### src/rtl/load_store_unit.sv
// load_store_unit
//   Sequences one load or store at a time between the pipeline and a
//   word-addressed data memory that reads combinationally and writes on clk.
//   Byte and half stores are read-modify-write: the old word is read on the
//   final ACCESS cycle and rewritten in MERGE with only the target lane changed.
//
// Ports
//   clk, rst            clock, asynchronous active-high reset
//   req_*               request from the pipeline (valid/ready)
//   resp_valid          one-cycle completion pulse
//   resp_rdata          extended load data (0 for stores/misaligned), held
//   resp_misaligned     request rejected (misaligned or illegal size), held
//   mem_we/addr/wdata   data memory write enable, word address, write data
//   mem_rdata           data memory read data (combinational)
//   dbg_state           current FSM state, for checkers
//
// Handshake: a request transfers on a rising clk edge where req_valid=1 and
// req_ready=1. req_ready is high only in IDLE; the request fields are latched
// at that edge and the request inputs are ignored until the unit is IDLE again.
module load_store_unit #(
  parameter int WORD_SIZE   = 32,
  parameter int MEM_LATENCY = 2
) (
  input  logic                 clk,
  input  logic                 rst,
  input  logic                 req_valid,
  output logic                 req_ready,
  input  logic                 req_we,
  input  logic [1:0]           req_size,
  input  logic                 req_unsigned,
  input  logic [WORD_SIZE-1:0] req_addr,
  input  logic [WORD_SIZE-1:0] req_wdata,
  output logic                 resp_valid,
  output logic [WORD_SIZE-1:0] resp_rdata,
  output logic                 resp_misaligned,
  output logic                 mem_we,
  output logic [WORD_SIZE-1:0] mem_addr,
  output logic [WORD_SIZE-1:0] mem_wdata,
  input  logic [WORD_SIZE-1:0] mem_rdata,
  output logic [1:0]           dbg_state
);

  localparam int CW = (MEM_LATENCY > 1) ? $clog2(MEM_LATENCY) : 1;
  localparam logic [WORD_SIZE-1:0] BYTE_MASK = {{(WORD_SIZE-8){1'b0}}, 8'hFF};
  localparam logic [WORD_SIZE-1:0] HALF_MASK = {{(WORD_SIZE-16){1'b0}}, 16'hFFFF};

  typedef enum logic [1:0] {
    IDLE   = 2'd0,
    ACCESS = 2'd1,
    MERGE  = 2'd2,
    RESP   = 2'd3
  } state_t;

  state_t                 state;
  logic [CW-1:0]          cnt;
  logic                   r_we;
  logic [1:0]             r_size;
  logic                   r_unsigned;
  logic [WORD_SIZE-1:0]   r_addr;
  logic [WORD_SIZE-1:0]   r_wdata;
  logic [WORD_SIZE-1:0]   merge_word;

  logic                   last_access;
  logic                   word_store;
  logic                   misaligned_in;
  logic [4:0]             lane_shift;
  logic [WORD_SIZE-1:0]   rd_lane;
  logic [WORD_SIZE-1:0]   load_ext;
  logic [WORD_SIZE-1:0]   lane_mask;
  logic [WORD_SIZE-1:0]   merged;

  always_comb begin
    last_access   = (state == ACCESS) && (cnt == '0);
    word_store    = r_we && (r_size == 2'b10);
    misaligned_in = (req_size == 2'b11) ||
                    ((req_size == 2'b01) && req_addr[0]) ||
                    ((req_size == 2'b10) && (req_addr[1:0] != 2'b00));

    // Little-endian lanes: byte n at bits [8n+7:8n], half h at [16h+15:16h].
    lane_shift = 5'd0;
    lane_mask  = BYTE_MASK;
    case (r_size)
      2'b00: begin
        lane_shift = {r_addr[1:0], 3'b000};
        lane_mask  = BYTE_MASK;
      end
      2'b01: begin
        lane_shift = {r_addr[1], 4'b0000};
        lane_mask  = HALF_MASK;
      end
      default: begin
        lane_shift = 5'd0;
        lane_mask  = BYTE_MASK;
      end
    endcase

    rd_lane = mem_rdata >> lane_shift;
    case (r_size)
      2'b00:   load_ext = r_unsigned ? {{(WORD_SIZE-8){1'b0}}, rd_lane[7:0]}
                                     : {{(WORD_SIZE-8){rd_lane[7]}}, rd_lane[7:0]};
      2'b01:   load_ext = r_unsigned ? {{(WORD_SIZE-16){1'b0}}, rd_lane[15:0]}
                                     : {{(WORD_SIZE-16){rd_lane[15]}}, rd_lane[15:0]};
      default: load_ext = mem_rdata;
    endcase

    merged = (mem_rdata & ~(lane_mask << lane_shift)) |
             ((r_wdata & lane_mask) << lane_shift);
  end

  // Memory-side outputs decode directly from state so that an asynchronous
  // reset drops mem_we in the same instant.
  always_comb begin
    req_ready = (state == IDLE);
    dbg_state = state;
    mem_addr  = '0;
    mem_we    = 1'b0;
    mem_wdata = '0;
    if ((state == ACCESS) || (state == MERGE)) begin
      mem_addr = {2'b00, r_addr[WORD_SIZE-1:2]};
    end
    if (last_access && word_store) begin
      mem_we    = 1'b1;
      mem_wdata = r_wdata;
    end else if (state == MERGE) begin
      mem_we    = 1'b1;
      mem_wdata = merge_word;
    end
  end

  always_ff @(posedge clk or posedge rst) begin
    if (rst) begin
      state           <= IDLE;
      cnt             <= '0;
      r_we            <= 1'b0;
      r_size          <= 2'b00;
      r_unsigned      <= 1'b0;
      r_addr          <= '0;
      r_wdata         <= '0;
      merge_word      <= '0;
      resp_valid      <= 1'b0;
      resp_rdata      <= '0;
      resp_misaligned <= 1'b0;
    end else begin
      resp_valid <= 1'b0;
      case (state)
        IDLE: begin
          if (req_valid) begin
            r_we       <= req_we;
            r_size     <= req_size;
            r_unsigned <= req_unsigned;
            r_addr     <= req_addr;
            r_wdata    <= req_wdata;
            if (misaligned_in) begin
              state           <= RESP;
              resp_valid      <= 1'b1;
              resp_misaligned <= 1'b1;
              resp_rdata      <= '0;
            end else begin
              state <= ACCESS;
              cnt   <= CW'(MEM_LATENCY - 1);
            end
          end
        end
        ACCESS: begin
          if (cnt != '0) begin
            cnt <= cnt - CW'(1);
          end else if (!r_we) begin
            state           <= RESP;
            resp_valid      <= 1'b1;
            resp_misaligned <= 1'b0;
            resp_rdata      <= load_ext;
          end else if (word_store) begin
            state           <= RESP;
            resp_valid      <= 1'b1;
            resp_misaligned <= 1'b0;
            resp_rdata      <= '0;
          end else begin
            merge_word <= merged;
            state      <= MERGE;
          end
        end
        MERGE: begin
          state           <= RESP;
          resp_valid      <= 1'b1;
          resp_misaligned <= 1'b0;
          resp_rdata      <= '0;
        end
        RESP: begin
          state <= IDLE;
        end
        default: begin
          state <= IDLE;
        end
      endcase
    end
  end

endmodule
### config.mk
export PLATFORM = sky130hd
export DESIGN_NAME = load_store_unit
export DESIGN_NICKNAME = d
export VERILOG_FILES = /design/src/rtl/load_store_unit.sv
export SDC_FILE = /design/constraint.sdc
export NUM_CORES = 1
export LEC_CHECK = 0
export CORE_MARGIN = 2
export CORE_UTILIZATION = 52
export DETAILED_ROUTE_END_ITERATION = 8
export PLACE_DENSITY = 0.83
export SLEW_MARGIN = 20
export SYNTH_ARGS = -nofsm -noshare
export SYNTH_HDL_FRONTEND = slang
export SYNTH_SLANG_ARGS = --single-unit
### constraint.sdc
create_clock -name clk -period 15.36 [get_ports clk]
set_input_delay 4.608 -clock clk [delete_from_list [all_inputs] [get_ports clk]]
set_output_delay 4.608 -clock clk [all_outputs]
set_load 0.005 [all_outputs]
After elaboration in Yosys (flattened, before gate mapping)
Cells that the tools add are included.
- bits in latches: 0
- register bits: 137
- logic and storage cells: 90
- RAM bits: 0
- output and inout bits: 102
- input port bits: 103
- memory bits (read-only): 0
- memories kept: 0
- multiplexer cells: 38
- divide/modulo/power cells: 0
- order comparisons: 0
- bitwise operators: 6
- multiply operators: 0
- equality and inequality tests: 13
- shifts and indexed selects: 3
- reduce and logical (&&, ||, !) cells: 18
- add/sub/neg operators: 1
- operators by type and width (cell ; number):
    $mux W32 ; 9
    $pmux W32 S3 ; 1
    $and A32 B32 Y32 ; 2
    $pmux W32 S2 ; 1
    $shl A32 B5 Y32 ; 2
    $not A32 Y32 ; 1
    $or A32 B32 Y32 ; 1
    $shr A32 B5 Y16 ; 1
    $mux W30 ; 1
    $mux W1 ; 17
    $mux W16 ; 1
    $eq A2 B2 Y1 const B ; 5
    $pmux W5 S2 ; 1
    $pmux W2 S4 ; 1
    $eq A2 B1 Y1 const B ; 3
    $mux W2 ; 3
    $ne A2 B2 Y1 const B ; 3
    $pmux W1 S3 ; 2
    $logic_and A1 B1 Y1 ; 5
    $reduce_and A5 Y1 ; 1
    $logic_not A2 Y1 ; 2
    $reduce_and A2 Y1 ; 2
    $reduce_and A4 Y1 ; 1
    $reduce_bool A2 Y1 ; 2
    8 further kinds ; 11

Depth between registers and ports, before layout
Gate-level depths: netlist of the first run.
- depth in word-level cells: 8
- gate-level depth with buffers: 9
- gate-level depth less buffers: 6

Worst setup path before layout of the first run
Ideal clock, no wire load.
- kind: flip-flop to output port
- from: reg state[1] (netlist: dbg_state[1])
- to: out mem_wdata[0]
- buffers on the path: 2
- slack: 9.111 ns
- cell stages (with the launch flop): 9
- arrival time: 1.641 ns
- data required time: 10.752 ns
- cell sequence: dfrtp_1 -> inv_1 -> ha_1 -> nor2b_1 -> and3_1 -> clkbuf_1 -> clkbuf_1 -> nand2_1 -> nand2_1
- word-level cells in the longest chain between the ends: 4
- elaborated cells between the ends (all ways): 6
- classes of those cells: 2 x eq/ne; 2 x mux; 2 x reduce/logical
- RTL lines (item ; line ; text):
    start: declaration ; 54 ; state_t state;
    start signal: assignment ; 132 ; state <= IDLE;
    start signal: assignment ; 154 ; state <= RESP;
    start signal: assignment ; 159 ; state <= ACCESS;
    $eq A2 B1 Y1 ; 73 ; last_access = (state == ACCESS) && (cnt == '0);
    $logic_and A1 B1 Y1 ; 73 ;
    $logic_and A1 B1 Y1 ; 121 ; if (last_access && word_store) begin
    $mux W32 * ; 121 ;
    end: declaration ; 38 ; output logic [WORD_SIZE-1:0] mem_wdata,
Every way passes the cells marked *; elsewhere a longest branch is shown, timed or not.

Final worst setup path of the first run
- from: reg state[1] (netlist: dbg_state[1])
- to: out mem_wdata[22]
Same word-level chain as after synthesis.

==> results of run 1 <==
## power groups by stage
stage / clock network, mW / registers, mW / logic (mW)
2_1_floorplan: 0 / 0.600 / 0.585
3_3_place_gp: 0 / 0.653 / 0.948
3_5_place_dp: 0 / 0.663 / 0.973
4_1_cts: 0.428 / 0.659 / 0.981
5_1_grt: 0.445 / 0.683 / 1.07
6_report: 0.423 / 0.665 / 0.980
## Yosys cell counts (2+ instances only)
| cell | count | area share, % |
|---|---|---|
| dfrtp_1 | 137 | 48 |
| nand2_1 | 126 | 6.7 |
| mux2_2 | 75 | 12 |
| o21ai_0 | 37 | 2.6 |
| clkbuf_1 | 35 | 1.9 |
| nand3_1 | 34 | 2.4 |
| and2_1 | 32 | 2.8 |
| nand2b_1 | 26 | 2.3 |
| a32o_1 | 25 | 3.5 |
| mux2i_1 | 25 | 3.5 |
| a22oi_1 | 23 | 2.4 |
| a21oi_1 | 12 | 0.85 |
| inv_1 | 10 | 0.53 |
| o31ai_1 | 9 | 0.95 |
| buf_1 | 8 | 0.42 |
| buf_2 | 8 | 0.57 |
| nand3b_1 | 8 | 0.85 |
| o221ai_1 | 8 | 0.99 |
| a22o_1 | 7 | 0.87 |
| nor2_1 | 7 | 0.37 |
| nor2b_1 | 5 | 0.44 |
| ha_1 | 4 | 0.71 |
| a31oi_1 | 2 | 0.18 |
| and3b_1 | 2 | 0.25 |
| buf_4 | 2 | 0.21 |
| buf_6 | 2 | 0.32 |
| nor3_1 | 2 | 0.14 |
| o21a_1 | 2 | 0.21 |
| o21ai_1 | 2 | 0.14 |
## final cells by class
class	count	area (um2)
flip-flops and latches	137	3430
inverters	10	42.5
repair buffers	208	2070
clock buffers	21	470
clock inverters	11	144
multi-input cells	489	3390
well taps	176	220
fillers	927	3470
## metal layers
metal | up-vias | GRT usage [%] | part of all wire, %
met5 | - | 0 | 0
met4 | 0 | 12.3 | 3.4
met3 | 54 | 9.91 | 9.1
met2 | 315 | 47.7 | 48
met1 | 3035 | 37.9 | 39
li1 | 2780 | - | -
## flip-flops by register name, indices dropped and copies added (netlist names)
signal,flops
r_addr,32
r_wdata,32
resp_misaligned,1
resp_valid,1
merge_word,32
r_size,2
r_unsigned,1
dbg_state,2
r_we,1
cnt,1
resp_rdata,32
## path summary, 6_finish.rpt
check,startpoint,to,slack [ps]
setup / recovery,dbg_state[1]$_DFFE_PP0P_,mem_wdata[22],7810
hold / removal,merge_word[18]$_DFFE_PP0P_,merge_word[18]$_DFFE_PP0P_,490
setup reg to reg,r_addr[1]$_DFFE_PP0P_,resp_rdata[27]$_DFFE_PP0P_,12460
hold reg to reg,merge_word[18]$_DFFE_PP0P_,merge_word[18]$_DFFE_PP0P_,490
max in group asynchronous,rst,r_addr[1]$_DFFE_PP0P_,9600
min in group asynchronous,rst,r_addr[7]$_DFFE_PP0P_,4600
## worst min-delay path, stage by stage (launching register included)
cell	delay, ps
dfrtp_1	340
nand2_1	50
o21ai_0	60
## per-stage QoR
step           util (%)  power [mW]  hold slack (ps)  worst slack, ps  instances
2_1_floorplan         -        1.19              449             7080        691
3_3_place_gp       69.0        1.60              464             8100       1020
3_5_place_dp       69.0        1.64              470             7950       1020
4_1_cts            73.7        2.07              483             7500       1052
5_1_grt            73.8        2.20              507             7600       1052
6_report           73.8        2.07              486             7810       1052
## kinds of logic after synthesis
family          Yosys count
compound gates          137
fa+ha+maj                 4
buf+inv                  65
flops                   137
mux                     100
other cells               1
simple gates            246
==> impl_metrics.json, run 1 <==
{
  "status": "finished clean",
  "place_area_um2": 9140,
  "antenna_found_initial": 0,
  "path_cells": "inv_1 > ha_1 > nor2b_1 > and3_2 > nand2_1 > nand2_1 > clkdlybuf4s50_1",
  "ys_types": 44,
  "core.rowCount": 42,
  "die_w_um": 121,
  "holdBufCountCts": 0,
  "die_h_um": 121,
  "grt_start_max_net_pins": 92,
  "syn-instance-count": 690,
  "crit_arrival_ps": 2940,
  "core_region_area_um2": 13200,
  "die_area_um2": 14600,
  "path_delay_family": "simple AND/OR/NAND/NOR gates",
  "clock_sinks": 137,
  "area_growth_pct": 38.1,
  "insertedDiodeCount": 0,
  "final-hold-violation-count": 0,
  "synth_compound_area_share_pct": 14.6,
  "rsz0062_at_grt": "no",
  "path_depth": 7,
  "cp-start-kind": "flip-flop",
  "ys_seq_area_share_pct": 48.5,
  "min_path_type": "reg -> reg",
  "clk_pin_slew_ps": 60,
  "worstHoldPathCells": 2,
  "cts-htree-levels": 4,
  "vdd_ir_drop_max_mv": 0.148,
  "slew_headroom_pct": 33.8,
  "min_period_ps": 7550,
  "worstSkewPairLatency_ps": 420,
  "synthMuxAreaShare_pct": 15.5,
  "cts_buffer_depth": 2,
  "gp_congestion": 0.910,
  "cap_violations": 0,
  "p_per_area_nw_per_um2": 212,
  "num_vias": 6184,
  "numPortBuffers": 202,
  "fin_setup_tns_ps": 0,
  "nNetsFinal": 970,
  "p_clk_share_pct": 20.5,
  "cp_num_buf_inv": 2,
  "ys.flop_type": "dfrtp_1",
  "ys_ff_latch": 137,
  "slowest_stage": "and3_2",
  "worst_path_most_repeated_cell": "nand2_1",
  "drt_first_pass_iters": 8,
  "power.internal_mw": 1.32,
  "dp_hpwl_mm": 15.1,
  "cts-resized-gates": 0,
  "drc": 0,
  "path_class": "reg -> out",
  "cts_tree": "done",
  "synth_simple_gate_area_share_pct": 16.9,
  "p_comb_share_pct": 47.4,
  "drive_gt1_share_pct": 14.2,
  "yosys_warnings": 0,
  "grt_pass1_vias": 6256,
  "seqPwrFrac_pct": 32.1,
  "detail-route-antenna-nets": 0,
  "grt-ovfl-total": 0,
  "cts-buffers-inserted": 17,
  "max_stage_delay_ps": 660,
  "avgSynthCellArea_um2": 10.3,
  "initial_core_util_pct": 53.4,
  "fin_area_um2": 9770,
  "worst_pin_slew_ps": 993,
  "p_leak_nw": 4.23,
  "synth-edff-count": 0,
  "root_buffer": "clkbuf_16",
  "power.net_switching_mw": 0.751,
  "track_usage_pct": 30.1,
  "avgViaCountPerCell": 5.88,
  "synth_top_family_by_area": "simple AND/OR/NAND/NOR gates",
  "switching_share_pct": 36.3,
  "syn-cell-area_um2": 7080,
  "cp-end-kind": "output pin",
  "drt_wl_total_mm": 21.3,
  "setup_viol": 0,
  "final_common_cell": "clkdlybuf4s50_1",
  "crit_fanout": 32,
  "synth_fa_ha_area_share_pct": 0.707,
  "required_ps": 10750,
  "final_cell_mix": "clkdlybuf4s50_1 (202), dfrtp_1 (137), nand2_1 (126), mux2_2 (75), o21ai_0 (37)",
  "reg2regPathDepth": 4,
  "period_share_pct": 49.2,
  "drtIter0Drc": 681,
  "drv_slew": 0,
  "grt_pass1_wl_mm": 33.8,
  "async_flop_share_pct": 100,
  "max_freq_mhz": 132,
  "skew_ps": 3.63,
  "drt-wirelength-per-cell_um": 20.2,
  "synth_xor_xnor_area_share_pct": 0,
  "ios": 205,
  "cts_setup_buffers": 0
}
No activity file was read; power rests on OpenSTA's default activity.
==> run 2: changes to the inputs <==
- CORE_UTILIZATION: 52 -> 43
- PLACE_DENSITY: 0.83 -> 0.73
- clock period: 15.36 -> 6.4 ns (I/O delays scaled with it)
==> run 2 against run 1 <==
Setup slack got worse by 6200 ps. Design area increased by 0.15%. Highest routed layer unchanged. Total power increased by 140%.
==> impl_metrics.json, run 2 (synthesis results as in run 1) <==
{
  "status": "finished clean",
  "ios": 205,
  "min_to": "merge_word[21]$_DFFE_PP0P_",
  "power.internal_mw": 3.09,
  "drt_first_pass_iters": 5,
  "core.rowCount": 46,
  "worst_pin_slew_ps": 1030,
  "path_class": "reg -> out",
  "drtIter0Drc": 482,
  "required_ps": 4480,
  "fin_setup_tns_ps": 0,
  "area_growth_pct": 38.3,
  "reg2regPathDepth": 4,
  "initial_core_util_pct": 44.2,
  "track_usage_pct": 25.1,
  "grt_pass1_wl_mm": 34.7,
  "cts_setup_buffers": 0,
  "core_region_area_um2": 16000,
  "grt-ovfl-total": 0,
  "cp-end-kind": "output pin",
  "cap_violations": 0,
  "p_comb_share_pct": 48.0,
  "r2r-end": "resp_rdata[27]$_DFFE_PP0P_",
  "hp-start": "merge_word[21]$_DFFE_PP0P_",
  "skew_ps": 11.2,
  "dp.cells": 1061,
  "max_freq_mhz": 210,
  "timing.rr.start": "r_addr[1]$_DFFE_PP0P_",
  "drc": 0,
  "seqPwrFrac_pct": 32.4,
  "cts_tree": "done",
  "cts-htree-levels": 4,
  "crit_fanout": 32,
  "dp_hpwl_mm": 15.4,
  "p_clk_share_pct": 19.6,
  "cts-buffers-inserted": 17,
  "min_period_ps": 4750,
  "root_buffer": "clkbuf_16",
  "grt_pass1_vias": 6231,
  "period_share_pct": 74.3,
  "cts-resized-gates": 0,
  "finalPower_mw": 4.89,
  "insertedDiodeCount": 0,
  "num_vias": 6062,
  "fin_cells": 1093,
  "clk_pin_slew_ps": 60,
  "p_leak_nw": 4.21,
  "whs_ps": 480,
  "worstHoldPathCells": 2,
  "die_area_um2": 17500,
  "crit_arrival_ps": 2830,
  "final-hold-violation-count": 0,
  "switching_share_pct": 36.8,
  "vdd_ir_drop_max_mv": 0.337,
  "rsz0062_at_grt": "no",
  "grt_start_max_net_pins": 107,
  "final_cell_mix": "clkdlybuf4s50_1 (202), dfrtp_1 (137), nand2_1 (126), mux2_2 (75), o21ai_0 (37)",
  "p_per_area_nw_per_um2": 500,
  "die_w_um": 132,
  "gp_congestion": 0.898,
  "drt_wl_total_mm": 21.5,
  "die_h_um": 132,
  "worstSkewPairLatency_ps": 420,
  "drive_gt1_share_pct": 14.3,
  "antenna_found_initial": 0,
  "numPortBuffers": 202,
  "setup_viol": 0,
  "drt-wirelength-per-cell_um": 19.7,
  "drv_slew": 0,
  "cp-start-kind": "flip-flop",
  "detail-route-antenna-nets": 0,
  "r2r_setup_slack_ps": 3430,
  "final_common_cell": "clkdlybuf4s50_1",
  "nNetsFinal": 971,
  "holdBufCountCts": 0,
  "slew_headroom_pct": 31.6,
  "cts_buffer_depth": 2,
  "clock_sinks": 137,
  "power.net_switching_mw": 1.80,
  "min_path_type": "reg -> reg",
  "avgViaCountPerCell": 5.55
}
run 2: changes by cell type in the layout (fill, tap and decap cells not counted):
cell        before  now
and3_2           1    0
clkinv_2         4    5
inv_6            2    3
clkinv_4         2    3
clkinvlp_4       1    3
buf_4            5    7
clkbuf_8         3    0
buf_6            1    0
clkbuf_1         1    0
bufinv_16        3    2
and3_1           0    1
run 2: power groups by stage:
stage          Combinational (mW)  Clock (mW)  Sequential (mW)
6_report                     2.35       0.959             1.59
3_3_place_gp                 2.31           0             1.57
5_1_grt                      2.56        1.02             1.64
2_1_floorplan                1.40           0             1.44
3_5_place_dp                 2.35           0             1.59
4_1_cts                      2.36       0.978             1.58
run 2: worst max-delay path: stages (launching register included):
cell             delay, ps
dfrtp_1                430
inv_1                  140
ha_1                   200
nor2b_1                390
and3_1                 210
buf_4                  310
nand2_1                110
nand2_1                 90
clkdlybuf4s50_1        500
run 2: how the worst max path moves through the flow:
| stage | from | endpoint | slack, ps | cells after the start |
|---|---|---|---|---|
| floorplan | rst | cnt$_DFFE_PP0P_ | 810 | 1 |
| global placement | dbg_state[1]$_DFFE_PP0P_ | mem_wdata[0] | 2150 | 8 |
| detailed placement | req_valid | r_addr[23]$_DFFE_PP0P_ | 2090 | 4 |
| CTS | dbg_state[1]$_DFFE_PP0P_ | mem_wdata[0] | 1660 | 8 |
| global route | dbg_state[1]$_DFFE_PP0P_ | mem_wdata[0] | 1390 | 8 |
| finish | dbg_state[1]$_DFFE_PP0P_ | mem_wdata[12] | 1650 | 8 |
run 2: metal layers:
metal | track usage (%) | vias to the layer above | share of wire [%]
met5 | 0 | - | 0
met1 | 32.0 | 3005 | 42
li1 | - | 2792 | -
met4 | 7.77 | 0 | 1.8
met2 | 42.0 | 234 | 49
met3 | 6.88 | 31 | 6.6
run 2: layout make-up:
type	count	area [um2]
multi-input combinational	489	3390
sequential	137	3430
clock inverter	15	151
inverter	10	42.5
clock buffer	17	425
tap	216	270
fill	1354	6220
timing repair buffer	209	2070
run 2: through the flow:
stage               util, %  setup slack, ps  cell area, um2
floorplan                 -              812            7080
global placement       57.5             2150            9200
detailed placement     57.5             2090            9200
CTS                    61.1             1660            9780
global route           61.2             1390            9780
finish                 61.2             1650            9780
==> run 3: changes to the inputs <==
- clock period: 6.4 -> 4.12 ns (I/O delays scaled with it)
==> run 3 against run 2 <==
Global-route usage about the same. Clock skew shrank 5.2 ps. Utilization rose by 0.30 points. Die area did not move. Sequential share of layout area down 0.17 points. Sequential power grew 52%. Clock power rose by 56%. Critical endpoint is now mem_wdata[1]. Highest routed layer unchanged.
==> impl_metrics.json, run 3 (synthesis results as in run 1) <==
{
  "hp-start": "merge_word[20]$_DFFE_PP0P_",
  "num_vias": 6089,
  "min_path_type": "reg -> reg",
  "worstHoldPathCells": 2,
  "core.rowCount": 46,
  "avgViaCountPerCell": 5.56,
  "grt-ovfl-total": 0,
  "initial_core_util_pct": 44.2,
  "worst_pin_slew_ps": 1000,
  "final_cell_mix": "clkdlybuf4s50_1 (202), dfrtp_1 (137), nand2_1 (126), mux2_2 (75), o21ai_0 (37)",
  "drc": 0,
  "grt_start_max_net_pins": 96,
  "cp-start-kind": "flip-flop",
  "antenna_found_initial": 0,
  "final_common_cell": "clkdlybuf4s50_1",
  "ios": 205,
  "drt_first_pass_iters": 5,
  "grt_pass1_vias": 6175,
  "cts_buffer_depth": 2,
  "clk_pin_slew_ps": 60,
  "reg2regPathDepth": 4,
  "min_period_ps": 3910,
  "grt_pass1_wl_mm": 34.4,
  "gp_congestion": 0.882,
  "die_area_um2": 17500,
  "cts_tree": "done",
  "insertedDiodeCount": 0,
  "die_h_um": 132,
  "clock_sinks": 137,
  "nNetsFinal": 974,
  "root_buffer": "clkbuf_16",
  "required_ps": 2880,
  "cap_violations": 0,
  "drt-wirelength-per-cell_um": 19.6,
  "drv_slew": 0,
  "detail-route-antenna-nets": 0,
  "fin_setup_tns_ps": 0,
  "crit_arrival_ps": 2670,
  "max_freq_mhz": 256,
  "r2r-end": "resp_rdata[16]$_DFFE_PP0P_",
  "crit_fanout": 32,
  "core_region_area_um2": 16000,
  "worstSkewPairLatency_ps": 430,
  "die_w_um": 132,
  "path_class": "reg -> out",
  "timing.rr.start": "r_addr[1]$_DFFE_PP0P_",
  "numPortBuffers": 202,
  "cts-buffers-inserted": 17,
  "holdBufCountCts": 0,
  "skew_ps": 6.07,
  "setup_viol": 0,
  "vdd_ir_drop_max_mv": 0.415,
  "rsz0062_at_grt": "no",
  "track_usage_pct": 25.1,
  "drt_wl_total_mm": 21.5,
  "slew_headroom_pct": 33.1,
  "drtIter0Drc": 384,
  "cts-htree-levels": 4,
  "utilization_pct": 61.4,
  "p_leak_nw": 4.22,
  "drive_gt1_share_pct": 14.2,
  "cts_setup_buffers": 0,
  "cp-end-kind": "output pin",
  "cts-resized-gates": 0,
  "p_per_area_nw_per_um2": 777,
  "dp_hpwl_mm": 15.5,
  "area_growth_pct": 39.0,
  "min_to": "merge_word[20]$_DFFE_PP0P_",
  "status": "finished clean",
  "final-hold-violation-count": 0,
  "period_share_pct": 94.9,
  "r2r_setup_slack_ps": 1440
}
[run 3: cell count changes in the layout (fill, tap and decap cells not counted), sizes merged]
cell / before / now
clkinv: 8 / 2
clkbuf: 17 / 22
buf: 7 / 10
clkinvlp: 3 / 5
inv: 12 / 11
[run 3: where the power goes]
| group | internal [mW] | switching [mW] |
|---|---|---|
| sequential | 1.94 | 0.467 |
| combinational | 1.99 | 1.74 |
| clock | 0.923 | 0.580 |
[run 3: worst max-delay path by stage]
stage,slack [ps],endpoint,start
3_5_place_dp,610,mem_wdata[1],dbg_state[1]$_DFFE_PP0P_
2_1_floorplan,1180,cnt$_DFFE_PP0P_,rst
3_3_place_gp,710,mem_wdata[1],dbg_state[1]$_DFFE_PP0P_
5_1_grt,50,mem_wdata[1],dbg_state[1]$_DFFE_PP0P_
6_report,210,mem_wdata[1],dbg_state[1]$_DFFE_PP0P_
4_1_cts,140,mem_wdata[1],dbg_state[1]$_DFFE_PP0P_
[run 3: cell type report]
class	instances	area (um2)
fill	1345	6170
timing repair buffer	212	2130
clock inverter	10	118
inverter	10	41.3
clock buffer	22	464
multi-input combinational	489	3380
tap	216	270
sequential	137	3430
[run 3: per-layer routing]
metal	global-route usage, %	part of all wire, %
met3	7.07	7.6
met4	8.12	2.2
met5	0	0
met1	31.7	41
met2	42.0	49
[run 3: stage by stage]
step	hold slack, ps	worst slack [ps]	instances	power, mW	instance area [um2]
4_1_cts	483	144	1096	7.69	9830
5_1_grt	499	48.9	1096	8.13	9830
6_report	480	211	1096	7.64	9830
3_5_place_dp	470	613	1064	6.14	9250
2_1_floorplan	449	1180	691	4.42	7080
3_3_place_gp	462	708	1064	6.05	9250
[run 3: critical path, cell delays in order (launching register included)]
cell	delay, ps
dfrtp_1	430
inv_1	140
ha_1	180
nor2b_1	270
and3_1	220
buf_6	260
nand2_1	90
nand2_1	120
clkdlybuf4s50_1	520
